===== config.mk =====
export PLATFORM = sky130hd
export DESIGN_NAME = cla_pipe_adder
export DESIGN_NICKNAME = d
export VERILOG_FILES = /design/src/rtl/cla_pkg.sv /design/src/rtl/cla_group4.sv /design/src/rtl/cla_pipe_adder.sv
export SDC_FILE = /design/constraint.sdc
export NUM_CORES = 1
export LEC_CHECK = 0
export CAP_MARGIN = 25
export CORE_UTILIZATION = 60
export DETAILED_ROUTE_END_ITERATION = 10
export PLACE_DENSITY_LB_ADDON = 0.08
export SYNTH_ARGS = -nofsm -noshare
export SYNTH_HDL_FRONTEND = slang
export SYNTH_HIERARCHICAL = 1
export SYNTH_SLANG_ARGS = --single-unit

===== constraint.sdc =====
create_clock -name clk -period 4.5 [get_ports clk]
set_clock_uncertainty 0.2 [all_clocks]
set_input_delay 0.9 -clock clk [delete_from_list [all_inputs] [get_ports clk]]
set_output_delay 0.9 -clock clk [all_outputs]
set_load 0.01 [all_outputs]

===== src/rtl/cla_pkg.sv =====
// ---------------------------------------------------------------------------
// cla_pkg
//
// Shared constants and helpers for the pipelined carry-lookahead adder.
//
//   GRP_W       width of one lookahead group (one pipeline stage per group)
//   grp_t       one group's worth of operand or sum bits
//   cla_stages  number of groups / pipeline stages for a given word width
// ---------------------------------------------------------------------------
package cla_pkg;

    localparam int GRP_W = 4;

    typedef logic [GRP_W-1:0] grp_t;

    // The word is split into equal groups, so the width is expected to be a
    // whole multiple of the group width.
    function automatic int cla_stages(input int width);
        return width / GRP_W;
    endfunction

endpackage


===== src/rtl/cla_group4.sv =====
// ---------------------------------------------------------------------------
// cla_group4
//
// Purely combinational 4-bit carry-lookahead group. Every internal carry is
// expanded from the bit generate/propagate terms and the group carry in, so
// there is no ripple path inside the group.
//
// Ports
//   a, b   group operand bits (b already inverted by the caller for subtract)
//   ci     carry into bit 0 of the group
//   s      group sum bits
//   co     carry out of bit 3 of the group
//   p      group propagate (all four bits propagate)
//   g      group generate (the group produces a carry on its own)
// ---------------------------------------------------------------------------
module cla_group4
    import cla_pkg::*;
(
    input  logic [GRP_W-1:0] a,
    input  logic [GRP_W-1:0] b,
    input  logic             ci,
    output logic [GRP_W-1:0] s,
    output logic             co,
    output logic             p,
    output logic             g
);

    logic [GRP_W-1:0] pb;
    logic [GRP_W-1:0] gb;
    logic             c1;
    logic             c2;
    logic             c3;

    assign pb = a ^ b;
    assign gb = a & b;

    // Each carry is a flat sum of products over the lower bits and ci.
    assign c1 = gb[0]
              | (pb[0] & ci);
    assign c2 = gb[1]
              | (pb[1] & gb[0])
              | (pb[1] & pb[0] & ci);
    assign c3 = gb[2]
              | (pb[2] & gb[1])
              | (pb[2] & pb[1] & gb[0])
              | (pb[2] & pb[1] & pb[0] & ci);

    assign p = &pb;
    assign g = gb[3]
             | (pb[3] & gb[2])
             | (pb[3] & pb[2] & gb[1])
             | (pb[3] & pb[2] & pb[1] & gb[0]);

    // c4 expressed through the group terms: G + P.ci
    assign co = g | (p & ci);

    assign s = pb ^ {c3, c2, c1, ci};

endmodule


===== src/rtl/cla_pipe_adder.sv =====
// ---------------------------------------------------------------------------
// cla_pipe_adder
//
// Pipelined adder/subtractor built from 4-bit lookahead groups. The operands
// are captured into an input stage (with B inverted and carry forced to 1 for
// subtract), then one group is resolved per stage, the carry between groups
// travelling in a register. Untouched operand bits and already produced sum
// bits ride along in skew registers so every beat stays coherent. A beat
// accepted on edge t is presented after edge t+STAGES.
//
// Flow control is a single advance signal: the whole pipe moves when the
// output register is empty or being drained, and freezes otherwise.
//
// Parameters
//   WIDTH      operand/sum width, multiple of 4, at least 4
//
// Ports
//   clk        clock, rising edge
//   rst_n      asynchronous active-low reset
//   in_valid   operand beat offered
//   in_ready   beat accepted this cycle
//   a, b       operands
//   cin        carry in (add mode only)
//   sub        1: a - b, 0: a + b + cin
//   out_valid  result presented
//   out_ready  consumer takes the result this cycle
//   sum        result
//   cout       carry out of the MSB (1 = no borrow in subtract mode)
//   ovf        signed overflow, only when CLA_PIPE_OVF_EN is defined
//
// Build option
//   CLA_PIPE_OVF_EN  adds the ovf port and its pipeline register
// ---------------------------------------------------------------------------
module cla_pipe_adder
    import cla_pkg::*;
#(
    parameter int WIDTH = 16
) (
    input  logic             clk,
    input  logic             rst_n,
    input  logic             in_valid,
    output logic             in_ready,
    input  logic [WIDTH-1:0] a,
    input  logic [WIDTH-1:0] b,
    input  logic             cin,
    input  logic             sub,
    output logic             out_valid,
    input  logic             out_ready,
    output logic [WIDTH-1:0] sum,
    output logic             cout
`ifdef CLA_PIPE_OVF_EN
    ,
    output logic             ovf
`endif
);

    localparam int STAGES = cla_stages(WIDTH);

    // Register level 0 holds the captured beat; level k+1 holds the beat
    // after group k has been resolved. Level STAGES drives the outputs.
    logic             vld   [0:STAGES];
    logic             carry [0:STAGES];
    logic [WIDTH-1:0] op_a  [0:STAGES-1];
    logic [WIDTH-1:0] op_b  [0:STAGES-1];
    logic [WIDTH-1:0] res   [1:STAGES];

    logic [WIDTH-1:0] res_nxt [0:STAGES-1];
    grp_t             grp_s   [0:STAGES-1];
    logic             grp_co  [0:STAGES-1];
    logic             grp_p   [0:STAGES-1];
    logic             grp_g   [0:STAGES-1];

    logic             adv;
    logic             word_co;

    assign out_valid = vld[STAGES];
    assign sum       = res[STAGES];
    assign cout      = carry[STAGES];

    // The whole pipe moves together; nothing moves while the output holds a
    // result the consumer has not taken.
    assign adv      = !out_valid | out_ready;
    assign in_ready = adv;

    // Final carry out built straight from the last group's G/P terms.
    assign word_co = grp_g[STAGES-1] | (grp_p[STAGES-1] & carry[STAGES-1]);

    // One lookahead group per stage; each stage merges its nibble into the
    // partial sum it received from the stage before.
    for (genvar k = 0; k < STAGES; k++) begin : g_stage
        logic [WIDTH-1:0] base;

        if (k == 0) begin : g_first
            assign base = '0;
        end else begin : g_rest
            assign base = res[k];
        end

        cla_group4 u_grp (
            .a  (op_a[k][GRP_W*k +: GRP_W]),
            .b  (op_b[k][GRP_W*k +: GRP_W]),
            .ci (carry[k]),
            .s  (grp_s[k]),
            .co (grp_co[k]),
            .p  (grp_p[k]),
            .g  (grp_g[k])
        );

        assign res_nxt[k] = (base & ~({{(WIDTH-GRP_W){1'b0}}, {GRP_W{1'b1}}} << (GRP_W*k)))
                          | ({{(WIDTH-GRP_W){1'b0}}, grp_s[k]} << (GRP_W*k));
    end

    // Pipeline registers. Subtract is folded in at capture time so the
    // stages only ever add. Bubbles travel as cleared valid bits.
    always_ff @(posedge clk or negedge rst_n) begin
        if (!rst_n) begin
            for (int k = 0; k <= STAGES; k++) begin
                vld[k]   <= 1'b0;
                carry[k] <= 1'b0;
            end
            for (int k = 0; k < STAGES; k++) begin
                op_a[k] <= '0;
                op_b[k] <= '0;
            end
            for (int k = 1; k <= STAGES; k++) begin
                res[k] <= '0;
            end
        end else if (adv) begin
            vld[0]   <= in_valid;
            op_a[0]  <= a;
            op_b[0]  <= sub ? ~b : b;
            carry[0] <= sub | cin;

            for (int k = 1; k < STAGES; k++) begin
                op_a[k] <= op_a[k-1];
                op_b[k] <= op_b[k-1];
            end

            for (int k = 0; k < STAGES; k++) begin
                vld[k+1] <= vld[k];
                res[k+1] <= res_nxt[k];
            end

            for (int k = 0; k < STAGES - 1; k++) begin
                carry[k+1] <= grp_co[k];
            end
            carry[STAGES] <= word_co;
        end
    end

`ifdef CLA_PIPE_OVF_EN
    logic msb_ci;

    // Carry into the MSB recovered from the MSB operand and sum bits.
    assign msb_ci = op_a[STAGES-1][WIDTH-1]
                  ^ op_b[STAGES-1][WIDTH-1]
                  ^ grp_s[STAGES-1][GRP_W-1];

    // Overflow travels with the final stage so it lines up with sum/cout.
    always_ff @(posedge clk or negedge rst_n) begin
        if (!rst_n) begin
            ovf <= 1'b0;
        end else if (adv) begin
            ovf <= msb_ci ^ word_co;
        end
    end
`endif

endmodule


==> run metrics <==
DR vias=between 3000 and 4000; buffer count from post-CTS setup fixing=0; IO buf count=56; final layout net count=just under 500; type of origin of the critical path=primary input; ANT nets after route=0; mapped cell area=6051 um^2; Final setup viols=0; Crit. End Element=output pin; Slew Limit Fails=0; Net Count, Synth=roughly 430; Final Util=73.92%; status=finished, final reports clean; CTS root buffer=clkbuf_8; core area=9774 um^2; final worst slack=1221 ps; worst skew pair latency=510 ps; DR WL/cell=16.36 um; Ys Warns=6; synthesis-to-layout area growth=19.42%; GP Congestion=0.7827; antenna violations before repair=0; layout cells sized above 1=between 30% and 40%; routed vias/inst=5.224; Pre-Repair DR Iteration Count=6; worst-path maximum fanout=3; Die Width=102.4 um; worst vdd ir=between 400 and 500 uV; pre-CTS WS=roughly 1200 ps; initial DRC count=140; Setup CP Type=primary input to output pin; Max-Cap Viols=0; CTS Buffer Depth=2; num rows=36; Pwr Total=around 5600 uW; cell mode on critical path=clkdlybuf4s50_1; hpwl dp=5904 um; # DRC=0; Critical Path Slowest Stage Cell=clkdlybuf4s50_1; GRT Overall Usage=about 21%; Slew @ Worst Pin=~900 ps; Starting Density=between 60% and 70%; FMAX=305.0 MHz; Hold-fix buffers, CTS=0; final instance area=7226 um^2; fin crit share=72.86%; ANT cells=0; largest net degree at the start of global routing=approximately 130; Inserted Clock Buffers=17; P_leak=0.003416 uW; first-pass GRT wire length=16070 um; Worst Hold Class=register to register; Worst EP arrival=approximately 2200 ps; CP Cell Sequence=clkdlybuf4s50_1 -> nand2b_4 -> clkdlybuf4s50_1; Synth Instances=roughly 380; Die H=102.4 um; slowest stage delay, CP=550 ps; Ports=57; total gr overflow=0; Slew Limit Headroom=38.92%; final hold viol count=0; RSZ-0062 raised after global routing=no; dpl cell area=6661 um^2; min cycle time layout=3279 ps; die area=around 10000 um^2; WP data required=3400 ps; Setup TNS=0 ps; CTS tree=yes; routed wire length=roughly 9600 um; CTS H-tree depth=4; Worst-path clk slew=60 ps; post-cts gate resize count=0; CTS sink cnt=130; pwr/cell area=774.0 nW/um^2; vias in the first global route=about 3200; Avg Cell Area, Syn=16.09 um^2
power breakdown:
group,internal (uW),switching (uW),total [uW]
sequential,1710,339,2050
clock,778,495,1270
combinational,1420,854,2270
total,3900,1690,5590
cells in the final DEF (no fill, tap or decap), types with 3 or more instances in the layout:
master             n
a21o_1             6
a21oi_1            7
a21oi_2            4
a41oi_2            4
buf_4              4
clkbuf_16         16
clkbuf_8           4
clkdlybuf4s50_1   55
clkinv_4           3
clkinvlp_4         4
dfrtp_1          130
fa_1               4
ha_1              16
inv_1             20
mux2_2            41
mux2_4            86
o21ai_2            4
xnor2_1            8
xor2_1            20
flip-flops by register name, indices dropped and copies added (netlist names):
name / count
op_a: 40
op_b: 40
g_stage.base: 24
sum: 16
carry: 4
vld: 4
cout: 1
out_valid: 1
final timing paths:
kind / slack, ps / depth (start not counted) / startpoint / to
min in group asynchronous: 290 / 1 / rst_n / op_b[44]
max: 1220 / 3 / out_ready / in_ready
max in group asynchronous: 2860 / 2 / rst_n / op_a[25]
max reg2reg: 2390 / 3 / out_valid / vld[4]
min reg2reg: 270 / 1 / vld[1] / out_valid
min: 270 / 1 / vld[1] / out_valid
routing by layer:
metal / global-route usage (%) / wire length, um / part of all wire [%]
met1: 28.05 / 4441 / 46
met2: 32.62 / 4788 / 50
met3: 4.925 / 214 / 2.2
met4: 7.912 / 112 / 1.2
met5: 0 / 0 / 0
through the flow:
stage / std cells / hold slack (ps)
6_report: 584 / 271.2
3_5_place_dp: 552 / 254.6
3_3_place_gp: 552 / 247.7
2_1_floorplan: 376 / 230.5
4_1_cts: 584 / 269.2
5_1_grt: 584 / 306.1
worst max-delay path, delay by kind of cell:
| kind | cells | cell delay [ps] |
|---|---|---|
| buffers and inverters | 2 | 1090 |
| and+or+nand+nor | 1 | 180 |
area by class of cell:
| type | instances | area, um^2 |
|---|---|---|
| Clock inverter | 11 | 105.1 |
| Fill cell | 631 | 2549 |
| Timing Repair Buffer | 60 | 600.6 |
| Sequential cell | 130 | 3253 |
| Tap cell | 133 | 166.4 |
| Clock buffer | 21 | 459.2 |
| Inverter | 20 | 75.07 |
| Multi-Input combinational cell | 209 | 2566 |
No activity file was read; power rests on OpenSTA's default activity.
